--- src/rtl/mode_counter_if.sv ---
// Control and status bundle for mode_counter.
//   master: drives en, load_en, data_in, up_dn, step, limit, wrap_mode,
//           ovf_clr (and prescale when MODE_COUNTER_PRESCALE_EN is defined);
//           observes count_out, tc, ovf.
//   slave : the counter side (mirror of master).
// Optional feature macro: MODE_COUNTER_PRESCALE_EN adds PRE_W and prescale.
interface mode_counter_if #(
  parameter int unsigned N      = 8,
  parameter int unsigned STEP_W = 4
`ifdef MODE_COUNTER_PRESCALE_EN
  ,
  parameter int unsigned PRE_W  = 8
`endif
);

  logic              en;
  logic              load_en;
  logic [N-1:0]      data_in;
  logic              up_dn;
  logic [STEP_W-1:0] step;
  logic [N-1:0]      limit;
  logic              wrap_mode;
  logic              ovf_clr;
`ifdef MODE_COUNTER_PRESCALE_EN
  logic [PRE_W-1:0]  prescale;
`endif
  logic [N-1:0]      count_out;
  logic              tc;
  logic              ovf;

  modport master (
    output en, load_en, data_in, up_dn, step, limit, wrap_mode, ovf_clr,
`ifdef MODE_COUNTER_PRESCALE_EN
    output prescale,
`endif
    input  count_out, tc, ovf
  );

  modport slave (
    input  en, load_en, data_in, up_dn, step, limit, wrap_mode, ovf_clr,
`ifdef MODE_COUNTER_PRESCALE_EN
    input  prescale,
`endif
    output count_out, tc, ovf
  );

endinterface

--- src/rtl/mode_counter.sv ---
// mode_counter: loadable N-bit up/down counter with programmable step,
// modulo limit (count range 0..limit), wrap or saturate mode, registered
// terminal-count pulse and sticky overflow flag.
// Ports:
//   clk     - rising-edge clock
//   reset_n - synchronous active-low reset
//   bus     - mode_counter_if.slave (controls in, count_out/tc/ovf out)
// Optional feature macro: MODE_COUNTER_PRESCALE_EN
//   When defined, adds PRE_W and bus.prescale; the counter steps once per
//   prescale+1 enabled cycles. When undefined it steps on every en cycle.
module mode_counter #(
  parameter int unsigned N      = 8,
  parameter int unsigned STEP_W = 4
`ifdef MODE_COUNTER_PRESCALE_EN
  ,
  parameter int unsigned PRE_W  = 8
`endif
) (
  input logic          clk,
  input logic          reset_n,
  mode_counter_if.slave bus
);

  localparam int unsigned W1 = N + 1;

  logic [N-1:0]  cnt_q, cnt_d;
  logic          tc_q, tc_d;
  logic          ovf_q, ovf_d;
  logic          evt;
  logic          adv;
  logic [W1-1:0] cnt_ext, step_ext, lim_ext, mod_ext, sum, wrapped, down_base;

`ifdef MODE_COUNTER_PRESCALE_EN
  logic [PRE_W-1:0] pre_q, pre_d;

  // Prescaler: >= keeps it from running away if prescale is lowered mid-period.
  always_comb begin
    pre_d = pre_q;
    adv   = 1'b0;
    if (bus.load_en) begin
      pre_d = '0;
    end else if (bus.en) begin
      adv   = (pre_q >= bus.prescale);
      pre_d = adv ? '0 : pre_q + PRE_W'(1);
    end
  end
`else
  assign adv = 1'b1;
`endif

  // Next-state count, boundary event detection and flag updates.
  always_comb begin
    cnt_ext   = {1'b0, cnt_q};
    step_ext  = W1'(bus.step);
    lim_ext   = {1'b0, bus.limit};
    mod_ext   = lim_ext + W1'(1);
    sum       = cnt_ext + step_ext;
    wrapped   = sum - mod_ext;
    down_base = cnt_ext + mod_ext;
    cnt_d     = cnt_q;
    evt       = 1'b0;

    if (bus.load_en) begin
      cnt_d = (bus.data_in > bus.limit) ? bus.limit : bus.data_in;
    end else if (bus.en && adv) begin
      if (cnt_q > bus.limit) begin
        // Count stranded above a lowered limit: always a boundary event.
        evt   = 1'b1;
        cnt_d = (bus.up_dn && bus.wrap_mode) ? '0 : bus.limit;
      end else if (bus.up_dn) begin
        if (sum <= lim_ext) begin
          cnt_d = N'(sum);
        end else begin
          evt = 1'b1;
          if (bus.wrap_mode) begin
            // step > limit+1 can leave the wrapped value still out of range.
            cnt_d = (wrapped > lim_ext) ? bus.limit : N'(wrapped);
          end else begin
            cnt_d = bus.limit;
          end
        end
      end else begin
        if (step_ext <= cnt_ext) begin
          cnt_d = N'(cnt_ext - step_ext);
        end else begin
          evt = 1'b1;
          if (bus.wrap_mode) begin
            // Result is < limit+1 whenever non-negative, so it fits in N bits.
            cnt_d = (step_ext > down_base) ? '0 : N'(down_base - step_ext);
          end else begin
            cnt_d = '0;
          end
        end
      end
    end

    tc_d  = evt;
    ovf_d = evt | (ovf_q & ~bus.ovf_clr);
  end

  // State registers.
  always_ff @(posedge clk) begin
    if (!reset_n) begin
      cnt_q <= '0;
      tc_q  <= 1'b0;
      ovf_q <= 1'b0;
`ifdef MODE_COUNTER_PRESCALE_EN
      pre_q <= '0;
`endif
    end else begin
      cnt_q <= cnt_d;
      tc_q  <= tc_d;
      ovf_q <= ovf_d;
`ifdef MODE_COUNTER_PRESCALE_EN
      pre_q <= pre_d;
`endif
    end
  end

  assign bus.count_out = cnt_q;
  assign bus.tc        = tc_q;
  assign bus.ovf       = ovf_q;

endmodule
--- src/flat_wrapper.sv ---
// flat-port wrapper written by rule: the top's interface ports become plain ports
module mode_counter_flat 
#(
  parameter int unsigned N      = 8,
  parameter int unsigned STEP_W = 4

)
  (clk, reset_n, bus_en, bus_load_en, bus_data_in, bus_up_dn, bus_step, bus_limit, bus_wrap_mode, bus_ovf_clr, bus_count_out, bus_tc, bus_ovf);
  mode_counter_if #(.N(N), .STEP_W(STEP_W)) bus_i ();
  input logic clk;
  input logic reset_n;
  input wire logic [$bits(bus_i.en)-1:0] bus_en;
  input wire logic [$bits(bus_i.load_en)-1:0] bus_load_en;
  input wire logic [$bits(bus_i.data_in)-1:0] bus_data_in;
  input wire logic [$bits(bus_i.up_dn)-1:0] bus_up_dn;
  input wire logic [$bits(bus_i.step)-1:0] bus_step;
  input wire logic [$bits(bus_i.limit)-1:0] bus_limit;
  input wire logic [$bits(bus_i.wrap_mode)-1:0] bus_wrap_mode;
  input wire logic [$bits(bus_i.ovf_clr)-1:0] bus_ovf_clr;
  output wire logic [$bits(bus_i.count_out)-1:0] bus_count_out;
  output wire logic [$bits(bus_i.tc)-1:0] bus_tc;
  output wire logic [$bits(bus_i.ovf)-1:0] bus_ovf;
  assign bus_i.en = bus_en;
  assign bus_i.load_en = bus_load_en;
  assign bus_i.data_in = bus_data_in;
  assign bus_i.up_dn = bus_up_dn;
  assign bus_i.step = bus_step;
  assign bus_i.limit = bus_limit;
  assign bus_i.wrap_mode = bus_wrap_mode;
  assign bus_i.ovf_clr = bus_ovf_clr;
  assign bus_count_out = bus_i.count_out;
  assign bus_tc = bus_i.tc;
  assign bus_ovf = bus_i.ovf;
  mode_counter #(.N(N), .STEP_W(STEP_W)) u_core (.clk(clk), .reset_n(reset_n), .bus(bus_i));
endmodule
--- config.mk ---
export PLATFORM = sky130hd
export DESIGN_NAME = mode_counter_flat
export DESIGN_NICKNAME = d
export VERILOG_FILES = /design/src/rtl/mode_counter_if.sv /design/src/rtl/mode_counter.sv /design/src/flat_wrapper.sv
export SDC_FILE = /design/constraint.sdc
export NUM_CORES = 1
export LEC_CHECK = 0
export BUFFER_PORTS_ARGS = -buffer_cell sky130_fd_sc_hd__buf_2
export CAP_MARGIN = 20
export CORE_UTILIZATION = 40
export CTS_BUF_LIST = sky130_fd_sc_hd__clkbuf_4
export CTS_CLUSTER_DIAMETER = 120
export DETAILED_ROUTE_END_ITERATION = 16
export PLACE_DENSITY = 0.57
export SLEW_MARGIN = 0
export SYNTH_ARGS = -nofsm -noshare
export SYNTH_HDL_FRONTEND = slang
export SYNTH_SLANG_ARGS = --single-unit
export TNS_END_PERCENT = 50
--- constraint.sdc ---
create_clock -name clk -period 4.85 [get_ports clk]
set_input_delay 0.97 -clock clk [delete_from_list [all_inputs] [get_ports clk]]
set_output_delay 0.97 -clock clk [all_outputs]
set_load 0.01 [all_outputs]
# Word-level counts from Yosys, hierarchy flattened
# Index checks and enable logic that the tools add are counted.
[op_classes] order_cmp=6 reduce_logical=2 n_addsub=6 n_bitwise=3 n_mux=18
[op_table] op="8-bit two-way mux" count=12
[op_table] op="8-bit greater-than comparator" count=2
[op_table] op="8-bit by 4-bit subtractor with 8-bit output" count=2
[op_table] op="8-bit by 1-bit adder with 9-bit output, second input constant" count=1
[op_table] op="8-bit by 4-bit adder with 9-bit output" count=1
[op_table] op="8-bit by 9-bit adder with 9-bit output" count=1
[op_table] op="4-bit by 9-bit greater-than comparator with 1-bit output" count=1
[op_table] op="9-bit by 8-bit greater-than comparator with 1-bit output" count=1
[op_table] op="9-bit by 8-bit less-or-equal comparator with 1-bit output" count=1
[op_table] op="9-bit subtractor" count=1
[op_table] op="4-bit by 8-bit less-or-equal comparator with 1-bit output" count=1
[op_table] op="1-bit two-way mux" count=6
[op_table] op="2-bit nonzero test" count=1
[op_table] op="1-bit AND" count=1
[op_table] op="1-bit logical AND" count=1
[op_table] op="1-bit inverter" count=1
[op_table] op="1-bit bitwise OR" count=1
[totals] reg_bits=10 inputBits=27 word_cells=38 output_inout_bits=10

# Depth between registers and ports, before layout
[depth] ltp_word=10 mapped_depth=22 depth_no_buf=22

# Worst setup path before layout
# Ideal clock, no wire load.
[synth_path] path_type="input to register" startpoint="in bus_step[0]" endpoint="reg u_core.cnt_q[7], in the netlist u_core.bus.count_out[7]" stages=19 path_buffers=0 required_ps=4719 setup_time_ps=131 slack_ps=188 t_arrival_ps=4531 path_cell_list="ha_1 > fa_1 > xnor2_1 > ha_1 > o21ai_0 > a21oi_1 > o21ai_0 > and2_1 > xor2_1 > inv_1 > ha_1 > o21a_1 > o21ai_0 > o2bb2ai_1 > a21oi_1 > nor2_4 > mux2_2 > o311ai_0 > a21oi_1"
[synth_via] elab_chain_len=10 elab_cells_between_ends=18 cone_classes="add/sub (4); order compare (4); mux (10)"
[synth_lines] item="from (decl)" line_no="flat_wrapper.sv:16" source="input wire logic [$bits(bus_i.step)-1:0] bus_step;"
[synth_lines] item="8-bit by 4-bit adder with 9-bit output" line_no="mode_counter.sv:57" source="sum = cnt_ext + step_ext;"
[synth_lines] item="9-bit subtractor" line_no="mode_counter.sv:58" source="wrapped = sum - mod_ext;"
[synth_lines] item="9-bit by 8-bit greater-than comparator with 1-bit output" line_no="mode_counter.sv:77" source="cnt_d = (wrapped > lim_ext) ? bus.limit : N'(wrapped);"
[synth_lines] item="8-bit two-way mux" line_no="mode_counter.sv:77"
[synth_lines] item="8-bit two-way mux" line_no="mode_counter.sv:75" source="if (bus.wrap_mode) begin"
[synth_lines] item="8-bit two-way mux" line_no="mode_counter.sv:71" source="if (sum <= lim_ext) begin"
[synth_lines] item="8-bit two-way mux *" line_no="mode_counter.sv:70" source="end else if (bus.up_dn) begin"
[synth_lines] item="8-bit two-way mux *" line_no="mode_counter.sv:66" source="if (cnt_q > bus.limit) begin"
[synth_lines] item="8-bit two-way mux *" line_no="mode_counter.sv:65" source="end else if (bus.en && adv) begin"
[synth_lines] item="8-bit two-way mux *" line_no="mode_counter.sv:63" source="if (bus.load_en) begin"
[synth_lines] item="to (signal assigned)" line_no="mode_counter.sv:111" source="cnt_q <= cnt_d;"
[synth_lines] item="to (decl)" line_no="mode_counter.sv:26" source="logic [N-1:0] cnt_q, cnt_d;"
# Mark *: on every way between the ends. The rest lies on a longest branch, timed or not. The select of a mux whose other input is x is not followed.
# A chain may end at the register's enable or synchronous reset.

# Worst setup path in the final report
# Same ends and word-level chain as after synthesis.

==> results.py <==
metrics = {
    "synth": {
        "syn-num-nets": 548,
        "synth_seq_area_share_pct": 5.904,
        "ys_ff_latch": 10,
        "syn_inst": 452,
        "ys.warnings.count": 0,
        "netlist-cell-type-count": 72,
        "postSynth.asyncResetShare_pct": 0,
        "synthesis.area_um2": 3391,
        "syn_area_per_cell_um2": 7.502,
        "synth-edff-count": 0,
        "synth-main-ff-cell": "sky130_fd_sc_hd__dfxtp_1",
    },
    "floorplanning": {
        "die-area_um2": 8849,
        "die_y_um": 94.07,
        "floorplan.initialDensity_pct": 41.27,
        "floorplan.core_area_um2": 8217,
        "floorplan.die.width_um": 94.07,
        "rows": 33,
        "boundaryPins": 37,
    },
    "worst_setup_path": {
        "setup.worst_path.class": "in2reg",
        "critPathRequiredTime_ns": 5.01,
        "r2r-end": "u_core.bus.count_out[7]",
        "arrival_ns": 4.69,
        "reg2reg_setup_slack_ns": 0.53,
        "r2r_cells": 19,
        "worstSetupEndpoint": "u_core.bus.count_out[7]",
        "worst_setup_path_start_kind": "primary input",
        "timing.critical_path.fanout_max": 4,
        "startpoint_of_the_worst_register_to_register_path": "u_core.bus.count_out[1]",
        "end_kind": "flop",
        "cp-startpoint": "bus_step[0]",
    },
    "route": {
        "vias_per_cell": 5.912,
        "first_pass_drt_iterations": 5,
        "drt-wirelength-per-cell_um": 18.13,
        "drt_first_iter_violations": 232,
        "dr_total_vias": 3695,
        "ant_nets": 0,
        "detail_route.wirelength_um": 11330,
        "drc": 0,
    },
    "status": {
        "status": "finished, final reports clean",
    },
    "layout": {
        "antenna_cells_inserted": 0,
        "area_growth_syn_to_layout_pct": 18.63,
        "final_layout_size_suffix_gt1_share_pct": 20.38,
        "finish.cell_count_without_fillers": 625,
        "final_stage_net_count": 618,
        "layout.core_utilization_pct": 48.96,
    },
    "placed_design": {
        "portBuffers": 36,
        "gp_congestion": 0.9407,
        "detailed_place_hpwl_um": 9560,
        "placed_cells_incl_taps": 621,
    },
    "global_routing": {
        "grt_max_degree": 22,
        "grt_util_all_layers_pct": 27.06,
        "grt_pass1_wl_um": 18150,
        "number_of_global_route_vias_before_repair": 3454,
        "globalRoute.totalOverflow": 0,
        "antenna_violations_before_repair": 0,
    },
    "run": {
        "max_cap_viol_count": 0,
    },
    "timing": {
        "period_needed_ns": 4.534,
        "clock-skew-final_ns": 0.005762,
        "final_max_slew_viol_count": 0,
        "period_share_pct": 93.48,
        "clock.fmax_mhz": 220.6,
        "rsz0062_at_grt": "no",
        "slew-limit-headroom_pct": 56.19,
        "transition_time_at_the_pin_with_the_least_slew_margin_ns": 0.6504,
        "final_setup_fails": 0,
        "hold_violations": 0,
        "setup_total_negative_slack_ns": 0,
        "fin_worst_hold_slack_ns": 0.4946,
    },
    "clocking": {
        "cell_chosen_for_the_clock_root": "sky130_fd_sc_hd__clkbuf_4",
        "cts_hold_buffers": 0,
        "tritoncts.num_buffers": 3,
        "clock_insertion_delay_worst_skew_ns": 0.28,
        "clock_sinks": 10,
        "clock_tree.htree_level_count": 1,
        "tritoncts_clock_tree": "yes",
        "worst_setup_hold_path_clk_slew_ns": 0.07,
        "cts_buffer_depth": 2,
    },
    "power": {
        "p_total_mw": 1.297,
        "total_leakage_power_nw": 1.895,
        "worst_ir_drop_vdd_uv": 106.3,
        "powerDensity_nw_per_um2": 322.4,
    },
    "min_path": {
        "min-delay-path-class": "reg2reg",
    },
}
flip-flops by register name (all words and copies together) (netlist names):
name	count
u_core.bus.count_out	8
u_core.bus.ovf	1
u_core.bus.tc	1
synth_stat cells, drive strengths merged (3+ instances only):
cell type	number	area share, %
nor2	32	3.8
a31oi	3	0.55
nor4	3	1.0
a21oi	38	5.6
inv	38	4.2
nor2b	12	2.2
a21o	8	1.8
nand2	28	3.1
nor3	10	1.6
o21ai	33	4.9
o311ai	4	1.0
clkbuf	6	0.66
mux2i	4	1.2
nand4	7	1.3
nand3	12	1.8
o21a	6	1.3
dfxtp	10	5.9
o211ai	10	2.2
xnor2	20	5.4
o22ai	4	0.74
o31ai	6	1.3
a211oi	6	1.5
o2111ai	4	1.0
ha	64	24
mux2	4	1.3
nor3b	3	0.66
fa	5	3.0
buf	7	1.4
nor4b	3	1.2
and3	4	0.74
nand2b	9	1.7
xor2	8	2.1
power by group:
group	internal, mW	switching, mW
Combinational	0.503	0.612
Clock	0.0288	0.0322
Sequential	0.0934	0.0274
Total	0.625	0.672
layout make-up:
| type | count | area (µm²) |
|---|---|---|
| Fill cell | 842 | 4194 |
| Multi-Input combinational cell | 390 | 3010 |
| Timing Repair Buffer | 79 | 515.5 |
| Sequential cell | 10 | 200.2 |
| Inverter | 38 | 142.6 |
| Tap cell | 105 | 131.4 |
| Clock buffer | 3 | 22.52 |
worst min-delay path by stage:
stage          cells after the start        endpoint      startpoint  slack [ns]
6_report                           1  u_core.bus.ovf  u_core.bus.ovf        0.49
5_1_grt                            1  u_core.bus.ovf  u_core.bus.ovf        0.52
3_3_place_gp                       1  u_core.bus.ovf  u_core.bus.ovf        0.47
3_5_place_dp                       1  u_core.bus.ovf  u_core.bus.ovf        0.47
2_1_floorplan                      1  u_core.bus.ovf  u_core.bus.ovf        0.53
4_1_cts                            1  u_core.bus.ovf  u_core.bus.ovf        0.50
placed cells by master (no fill, tap or decap), types with 5 or more instances in the layout:
master                     synthesis  layout
sky130_fd_sc_hd__a211oi_1          5       5
sky130_fd_sc_hd__a21o_1            8       8
sky130_fd_sc_hd__a21oi_1          38      34
sky130_fd_sc_hd__buf_2             4      36
sky130_fd_sc_hd__buf_4             2      42
sky130_fd_sc_hd__dfxtp_1          10      10
sky130_fd_sc_hd__ha_1             64      64
sky130_fd_sc_hd__inv_1            38      38
sky130_fd_sc_hd__nand2_1          28      28
sky130_fd_sc_hd__nand2b_1          9       9
sky130_fd_sc_hd__nand3_1          12      12
sky130_fd_sc_hd__nand4_1           7       7
sky130_fd_sc_hd__nor2_1           31      31
sky130_fd_sc_hd__nor2b_1          12      12
sky130_fd_sc_hd__nor3_1            9       9
sky130_fd_sc_hd__o211ai_1         10      10
sky130_fd_sc_hd__o21a_1            6       6
sky130_fd_sc_hd__o21ai_0          32      30
sky130_fd_sc_hd__o31ai_1           6       6
sky130_fd_sc_hd__xnor2_1          19      17
sky130_fd_sc_hd__xor2_1            8       8
per-layer routing:
metal / GRT usage, % / vias to the layer above / wire (µm)
met1: 38.04 / 1694 / 5227
met3: 4.531 / 31 / 888
met5: 0 / - / 0
met2: 42.58 / 142 / 4921
met4: 6.538 / 0 / 292
li1: - / 1828 / -
stage by stage:
step	instance area (µm²)	setup WS [ns]
after global placement	3953	-0.04362
after detailed placement	3953	-0.2119
after CTS	3975	0.07365
after floorplan	3391	0.1882
after global routing	4023	0.01472
final	4023	0.3164
worst max-delay path, cell delays in order:
cell	delay (ns)
sky130_fd_sc_hd__buf_2	0.10
sky130_fd_sc_hd__ha_1	0.20
sky130_fd_sc_hd__fa_2	0.39
sky130_fd_sc_hd__nand2b_1	0.13
sky130_fd_sc_hd__a21oi_2	0.10
sky130_fd_sc_hd__and3_1	0.20
sky130_fd_sc_hd__xor2_1	0.15
sky130_fd_sc_hd__ha_1	0.22
sky130_fd_sc_hd__or3_1	0.35
sky130_fd_sc_hd__o21ai_0	0.09
sky130_fd_sc_hd__a21oi_1	0.08
sky130_fd_sc_hd__xor2_1	0.16
sky130_fd_sc_hd__ha_1	0.30
sky130_fd_sc_hd__nand4b_1	0.10
sky130_fd_sc_hd__o2bb2ai_1	0.19
sky130_fd_sc_hd__a21oi_2	0.12
sky130_fd_sc_hd__nor2_4	0.17
sky130_fd_sc_hd__mux2_2	0.35
sky130_fd_sc_hd__o311ai_1	0.23
sky130_fd_sc_hd__a21oi_1	0.06
kinds of logic after synthesis:
family	count (synthesis)	share of synthesized area, %
multiplexers	8	2.509
AND/OR/NAND/NOR	139	22.80
AO/OA/AOI/OAI	146	28.27
flip-flops	10	5.904
adder cells (fa/ha/maj)	69	26.57
XOR/XNOR	28	7.454
buffers and inverters	52	6.494
what timing repair did:
item	4_1_cts	5_1_grt
setup buffers	0	1
resized for setup	0	12
setup endpoints to repair	0	8
(Power assumes the default switching activity.)
